### src/rtl/mul_pipe_if.sv
// mul_pipe_if: operand/result bus for mul_pipe.
// Handshake: a beat moves on a cycle where its valid and its ready are both 1
// at the rising edge (valid/ready for operands, res_valid/res_ready for
// results). A producer holds its payload and valid steady until accepted.
// acc_clr exists only when MUL_PIPE_ACC_EN is defined.
interface mul_pipe_if #(
   parameter int DATA_WIDTH_I = 32,
   parameter int DATA_WIDTH_O = 64
) ();
   logic [DATA_WIDTH_I-1:0] a;
   logic [DATA_WIDTH_I-1:0] b;
   logic                    valid;
   logic                    ready;
   logic [DATA_WIDTH_O-1:0] res;
   logic                    res_valid;
   logic                    res_ready;
   logic                    busy;
`ifdef MUL_PIPE_ACC_EN
   logic                    acc_clr;
`endif

   modport master (
`ifdef MUL_PIPE_ACC_EN
      output acc_clr,
`endif
      output a, b, valid, res_ready,
      input  ready, res, res_valid, busy
   );

   modport slave (
`ifdef MUL_PIPE_ACC_EN
      input  acc_clr,
`endif
      input  a, b, valid, res_ready,
      output ready, res, res_valid, busy
   );
endinterface

### src/rtl/mul_pipe.sv
// mul_pipe: LATENCY-stage pipelined multiplier with valid/ready flow control.
// The whole pipe advances together whenever the output stage is empty or its
// result is being taken; otherwise every stage, bubbles included, holds.
// Optional feature macro MUL_PIPE_ACC_EN: adds acc_clr and a running
// accumulator applied at the output stage (res = acc + product).
module mul_pipe #(
   parameter int DATA_WIDTH_I = 32,
   parameter int DATA_WIDTH_O = 64,
   parameter int LATENCY      = 3,
   parameter int SIGNED       = 0
) (
   input  logic      clk,
   input  logic      rst,
   mul_pipe_if.slave bus
);

   logic                    w_advance;
   logic [DATA_WIDTH_O-1:0] w_ax;
   logic [DATA_WIDTH_O-1:0] w_bx;
   logic [DATA_WIDTH_O-1:0] w_prod;
   logic [DATA_WIDTH_O-1:0] w_stage0_d;
   logic                    w_last_vld;
   logic [DATA_WIDTH_O-1:0] w_last_in;
   logic [DATA_WIDTH_O-1:0] w_last_d;

   logic [LATENCY-1:0]      r_vld;
   logic [DATA_WIDTH_O-1:0] r_data [LATENCY];

   // Extend operands to the result width (sign or zero). Only the low
   // DATA_WIDTH_O bits of the full product are ever kept, and those equal the
   // product of the extended operands taken modulo 2^DATA_WIDTH_O, which also
   // yields the sign/zero extension when the result is wider than 2*width.
   always_comb begin
      w_ax = '0;
      w_bx = '0;
      w_ax[DATA_WIDTH_I-1:0] = bus.a;
      w_bx[DATA_WIDTH_I-1:0] = bus.b;
      for (int i = DATA_WIDTH_I; i < DATA_WIDTH_O; i++) begin
         w_ax[i] = (SIGNED != 0) && bus.a[DATA_WIDTH_I-1];
         w_bx[i] = (SIGNED != 0) && bus.b[DATA_WIDTH_I-1];
      end
   end

   assign w_prod     = w_ax * w_bx;
   // Bubbles carry zero so operand values on idle cycles never enter the pipe.
   assign w_stage0_d = bus.valid ? w_prod : '0;

   assign w_advance     = !r_vld[LATENCY-1] || bus.res_ready;
   assign bus.ready     = w_advance;
   assign bus.res_valid = r_vld[LATENCY-1];
   assign bus.res       = r_data[LATENCY-1];
   assign bus.busy      = |r_vld;

`ifdef MUL_PIPE_ACC_EN
   localparam int CW = (LATENCY > 1) ? LATENCY - 1 : 1;
   logic [CW-1:0]           r_clr;
   logic [DATA_WIDTH_O-1:0] r_acc;
   logic                    w_last_clr;
`endif

   // Select what feeds the output stage: the input itself for a 1-deep pipe,
   // otherwise the stage just before the output.
   generate
      if (LATENCY == 1) begin : g_last_from_input
         assign w_last_vld = bus.valid;
         assign w_last_in  = w_stage0_d;
`ifdef MUL_PIPE_ACC_EN
         assign w_last_clr = bus.acc_clr;
`endif
      end else begin : g_last_from_stage
         assign w_last_vld = r_vld[LATENCY-2];
         assign w_last_in  = r_data[LATENCY-2];
`ifdef MUL_PIPE_ACC_EN
         assign w_last_clr = r_clr[CW-1];
`endif
      end
   endgenerate

`ifdef MUL_PIPE_ACC_EN
   // Output-stage value: restart from the product on acc_clr, else add to acc.
   always_comb begin
      w_last_d = '0;
      if (w_last_vld) begin
         w_last_d = w_last_clr ? w_last_in : (r_acc + w_last_in);
      end
   end
`else
   assign w_last_d = w_last_in;
`endif

   // Pipeline shift: every stage moves one step on advance, all hold otherwise.
   always_ff @(posedge clk) begin
      if (rst) begin
         r_vld <= '0;
         for (int k = 0; k < LATENCY; k++) begin
            r_data[k] <= '0;
         end
`ifdef MUL_PIPE_ACC_EN
         r_clr <= '0;
         r_acc <= '0;
`endif
      end else if (w_advance) begin
         for (int k = LATENCY - 1; k > 0; k--) begin
            r_vld[k]  <= r_vld[k-1];
            r_data[k] <= (k == LATENCY - 1) ? w_last_d : r_data[k-1];
         end
         r_vld[0]  <= bus.valid;
         r_data[0] <= (LATENCY == 1) ? w_last_d : w_stage0_d;
`ifdef MUL_PIPE_ACC_EN
         if (LATENCY > 1) begin
            r_clr[0] <= bus.valid & bus.acc_clr;
            for (int k = 1; k < CW; k++) begin
               r_clr[k] <= r_clr[k-1];
            end
         end
         if (w_last_vld) begin
            r_acc <= w_last_d;
         end
`endif
      end
   end

endmodule

### src/flat_wrapper.sv
// flat-port wrapper written by rule: the top's interface ports become plain ports
module mul_pipe_flat 
#(
   parameter int DATA_WIDTH_I = 32,
   parameter int DATA_WIDTH_O = 64,
   parameter int LATENCY      = 3,
   parameter int SIGNED       = 0
)
  (clk, rst, bus_a, bus_b, bus_valid, bus_res_ready, bus_ready, bus_res, bus_res_valid, bus_busy);
  mul_pipe_if #(.DATA_WIDTH_I(DATA_WIDTH_I), .DATA_WIDTH_O(DATA_WIDTH_O)) bus_i ();
  input  logic clk;
  input  logic rst;
  input wire logic [$bits(bus_i.a)-1:0] bus_a;
  input wire logic [$bits(bus_i.b)-1:0] bus_b;
  input wire logic [$bits(bus_i.valid)-1:0] bus_valid;
  input wire logic [$bits(bus_i.res_ready)-1:0] bus_res_ready;
  output wire logic [$bits(bus_i.ready)-1:0] bus_ready;
  output wire logic [$bits(bus_i.res)-1:0] bus_res;
  output wire logic [$bits(bus_i.res_valid)-1:0] bus_res_valid;
  output wire logic [$bits(bus_i.busy)-1:0] bus_busy;
  assign bus_i.a = bus_a;
  assign bus_i.b = bus_b;
  assign bus_i.valid = bus_valid;
  assign bus_i.res_ready = bus_res_ready;
  assign bus_ready = bus_i.ready;
  assign bus_res = bus_i.res;
  assign bus_res_valid = bus_i.res_valid;
  assign bus_busy = bus_i.busy;
  mul_pipe #(.DATA_WIDTH_I(DATA_WIDTH_I), .DATA_WIDTH_O(DATA_WIDTH_O), .LATENCY(LATENCY), .SIGNED(SIGNED)) u_core (.clk(clk), .rst(rst), .bus(bus_i));
endmodule
### config.mk
export PLATFORM = sky130hd
export DESIGN_NAME = mul_pipe_flat
export DESIGN_NICKNAME = d
export VERILOG_FILES = /design/src/rtl/mul_pipe_if.sv /design/src/rtl/mul_pipe.sv /design/src/flat_wrapper.sv
export SDC_FILE = /design/constraint.sdc
export NUM_CORES = 2
export LEC_CHECK = 0
export BUFFER_PORTS_ARGS = -buffer_cell sky130_fd_sc_hd__buf_2
export CAP_MARGIN = 25
export CORE_MARGIN = 4
export CORE_UTILIZATION = 32
export DETAILED_ROUTE_END_ITERATION = 7
export PLACE_DENSITY = 0.58
export SLEW_MARGIN = 25
export SYNTH_ARGS = -nofsm -noshare
export SYNTH_HDL_FRONTEND = slang
export SYNTH_SLANG_ARGS = --single-unit
### constraint.sdc
create_clock -name clk -period 11.4 [get_ports clk]
set_clock_uncertainty 0.05 [all_clocks]
set_input_delay 0 -clock clk [delete_from_list [all_inputs] [get_ports clk]]
set_output_delay 0 -clock clk [all_outputs]
set_load 0.02 [all_outputs]
Word level (Yosys, flattened, before mapping)
Memory sizes are Yosys's and may differ from the RTL's.
Index checks and enable logic that the tools add are counted.

storage, ports and cells
  output and inout port bits = 67
  logic and storage cells = 18
  input bits = 68
  register bits = 3
  bits in writable memories = 192
  memories kept = 1

memory list
  name           words  bits a word  rd ports  clocked after Yosys merged registers in  wr ports  RTL line        text
  u_core.r_data  3      64           3         0                                        3         mul_pipe.sv:27  logic [DATA_WIDTH_O-1:0] r_data [LATENCY];

cells by class
  mux-type cells = 9
  reduce and logical (&&, ||, !) cells = 3
  multipliers = 1
  bitwise logic cells = 3

operators by type and width
  kind                          count
  2-to-1 mux 64 bit             4
  multiplier 32 x 32 -> 64 bit  1
  2-to-1 mux 1 bit              5
  OR 1 bit                      3
  OR reduction 3 bit            1
  logical NOT 1 bit             1
  logical OR 1 bit              1

Depth between registers and ports, before layout
  word-level depth = 6
  depth in mapped cells = 29
  gate-level depth less buffers = 27

Least setup slack after synthesis
OpenSTA, ideal clock, no wires.

  kind = input to register
  start = input bus_a[16]
  end = memory u_core.r_data[0][37] (data pin)
  path buffers = 1
  data required time = 11.084 ns
  setup time = 0.266 ns
  stages on the path = 24
  slack = 4.692 ns
  arrival time = 6.392 ns
  cell sequence = clkbuf_1 and2_1 fa_1 inv_1 fa_1 fa_1 fa_1 inv_1 fa_1 inv_1 fa_1 inv_1 fa_1 fa_1 ha_1 and2_1 and3_1 a221oi_1 o31ai_2 a311oi_2 o31ai_4 a41oi_2 xor2_1 nor2_1

RTL lines
  item             RTL line            text
  start, declared  flat_wrapper.sv:13  input wire logic [$bits(bus_i.a)-1:0] bus_a;
  end, declared    mul_pipe.sv:27

==> out/metrics.csv <==
stage,metric,value,unit
floorplan,pin_count,135,
clock_tree,htreeDepth,4,
global_routing,grtUsageTotal,0.173,
floorplan,die_h,366,µm
routing,ant_nets,0,
global_routing,grt_max_degree,90,
timing,hold_viol,0,
logic_synthesis,yosys_warnings,0,
routing,wirelength,114000,µm
outcome,status,completed,
timing,min_period,8.01,ns
layout,num-fill-cells,12888,
clock_tree,clockBufferDepth,2,
logic_synthesis,synth_top_area_cell,fa_1,
logic_synthesis,synthTopCellsByCount,"fa_1 (896), inv_1 (872), and2_1 (729), nand2_1 (483), ha_1 (263)",
layout,synthToLayoutAreaGrowth,5.25,%
global_routing,grt_pass1_wl,179000,µm
placed_design,place.port_buffers,134,
clock_tree,cts_resized,0,
logic_synthesis,ys_types,63,
clock_tree,clock_sinks,195,
timing,setup-tns-final,0,ns
floorplan,start_util,0.322,
routing,drt-pass1-iter-count,6,
placed_design,dp_hpwl,85800,µm
floorplan,design.die.area,134000,µm²
global_routing,grt_pass1_vias,30049,
clock_tree,cts_tree,yes,
logic_synthesis,synth-async-reset-ratio,0,
logic_synthesis,synth_flop_cell,edfxtp_1,
logic_synthesis,synth.avg_cell_area,9.77,µm²
layout,nets,5302,
setup_path,crit_path_start_kind,primary input,
routing,drc,0,
floorplan,core,127000,µm²
placed_design,gp_congestion,0.843,
timing,relSlewSlack,0.348,
timing,rsz0062_at_grt,no,
setup_path,cp-end-kind,flop,
setup_path,cp.required,11.60,ns
floorplan,dieWidth,366,µm
logic_synthesis,synth.ff_latch_count,195,
logic_synthesis,syn-cell-area,41000,µm²
min_path,hold_path_class,primary input to flop,
setup_path,worstPathArrival,8.21,ns
timing,worst_pin_slew,0.978,ns
clock_tree,clkLatencyLatePin,0.47,ns
logic_synthesis,synthTopCellsByArea,"fa_1 (44%), edfxtp_1 (14%), and2_1 (11%)",
timing,setup_viol,0,
routing,drt-initial-drc-count,1653,
logic_synthesis,synth-seq-area-share,0.142,
routing,routedWlPerCell,19.9,µm
layout,final_area,43200,µm²
layout,drive_above_1_share,0.0523,
logic_synthesis,yosys.area.top_type_share,0.437,
clock_tree,cts-root-buf,clkbuf_16,
logic_synthesis,yosysMostFrequentCell,fa_1,
setup_path,worstPathMaxFanout,32,
clock_tree,cts_buffers,17,
placed_design,dpl_cell_area,42500,µm²
setup_path,path_class,primary input to flop,
routing,vias,27631,
flow_run,max_cap_violations,0,
floorplan,rows,131,
logic_synthesis,synth_nets,5425,
clock_tree,clk_pin_slew,0.07,ns
global_routing,grt_overflow_total,0,
layout,instances_no_fill,5758,
logic_synthesis,synth_edf_count,192,
placed_design,dp_cells,5713,
logic_synthesis,syn_inst,4198,
global_routing,grt_antenna_before_repair,12,
routing,vias_per_cell,4.80,
timing,timing.fmax,125,MHz
timing,slew_violations,0,
timing,post-route-period-util,0.703,
==> cells in the final DEF, fill, tap and decap left out, types with 17 or more instances in the layout <==
cell type,Yosys,layout
fa_1,896,896
inv_1,872,872
and2_1,729,729
nand2_1,483,482
ha_1,263,263
edfxtp_1,192,192
buf_2,1,134
nor2_1,81,80
a21oi_1,75,75
o21ai_0,37,37
a21o_1,32,32
nor3_1,24,24
xnor2_1,23,23
xor2_1,22,22
buf_4,64,18
nand4_1,17,17
and3_1,17,17
clkbuf_16,0,17
==> kinds of logic (layout without fill, tap and decap cells) <==
| logic type | after synthesis | in the layout | share of synthesized area |
|---|---|---|---|
| compound gates | 231 | 231 | 0.0390 |
| other cells | 0 | 8 | 0 |
| fa+ha+maj | 1159 | 1159 | 0.518 |
| xor+xnor | 45 | 45 | 0.00961 |
| mux | 3 | 3 | 0.000732 |
| buf+inv | 1171 | 1061 | 0.113 |
| flops | 195 | 195 | 0.142 |
| simple gates | 1394 | 1394 | 0.178 |
==> final timing paths <==
| check | start | endpoint | depth (start not counted) | slack [ns] |
|---|---|---|---|---|
| min | rst | u_core.r_vld[1] | 3 | 0.27 |
| max | bus_b[9] | u_core.r_data[0][59] | 24 | 3.39 |
| max reg2reg | u_core.r_vld[2] | u_core.r_data[0][62] | 8 | 8.30 |
| min reg2reg | u_core.r_vld[0] | u_core.r_vld[0] | 2 | 0.45 |
==> timing repair <==
action                                 4_1_cts  5_1_grt
hold buffers                                 4        0
endpoints found under the hold margin        7        0
setup buffers                                0        0
==> final cells by class <==
cell class | count | area [µm²] | share of cell area
flip-flops and latches | 195 | 5830 | 0.135
inverters | 872 | 3270 | 0.0758
repair buffers | 157 | 866 | 0.0201
diodes | 8 | 20.0 | 0.000464
clock buffers | 19 | 433 | 0.0100
multi-input cells | 2832 | 30600 | 0.708
well taps | 1662 | 2080 | 0.0482
clock inverters | 13 | 103 | 0.00238
==> critical path, stage by stage <==
cell,delay (ns)
buf_2,0.72
and2_1,0.26
fa_1,0.46
fa_1,0.56
inv_1,0.06
fa_1,0.53
inv_1,0.05
fa_1,0.50
inv_1,0.06
fa_1,0.58
fa_1,0.45
fa_1,0.49
fa_1,0.49
inv_1,0.04
ha_1,0.41
nand2_1,0.07
o21ai_0,0.45
a21oi_1,0.20
a31oi_1,0.24
nand2_1,0.24
o311ai_0,0.68
nand3_1,0.21
nand3_1,0.12
nor3b_1,0.29
==> per-stage QoR <==
stage | worst slack (ns) | hold WS, ns | util
final | 3.39 | 0.269 | 0.339
after global routing | 3.04 | 0.259 | 0.339
after CTS | 3.41 | 0.227 | 0.339
after detailed placement | 2.96 | 0.198 | 0.334
after global placement | 2.99 | 0.190 | 0.334
after floorplan | 4.69 | 0.0224 | -
==> flip-flops by register name, indices dropped and copies added, names as in the netlist <==
signal	flops
u_core.r_data	192
u_core.r_vld	3
==> per-layer routing <==
| layer | GRT usage | vias up | wire length, µm |
|---|---|---|---|
| met3 | 0.0184 | 139 | 5240 |
| met2 | 0.312 | 721 | 59300 |
| met5 | 0 | - | 34 |
| met1 | 0.222 | 14662 | 47600 |
| met4 | 0.0395 | 6 | 2240 |
| li1 | - | 12103 | - |
Power is not shown: default switching activity piles up to over one toggle a cycle in this logic, so the estimate is an artifact.
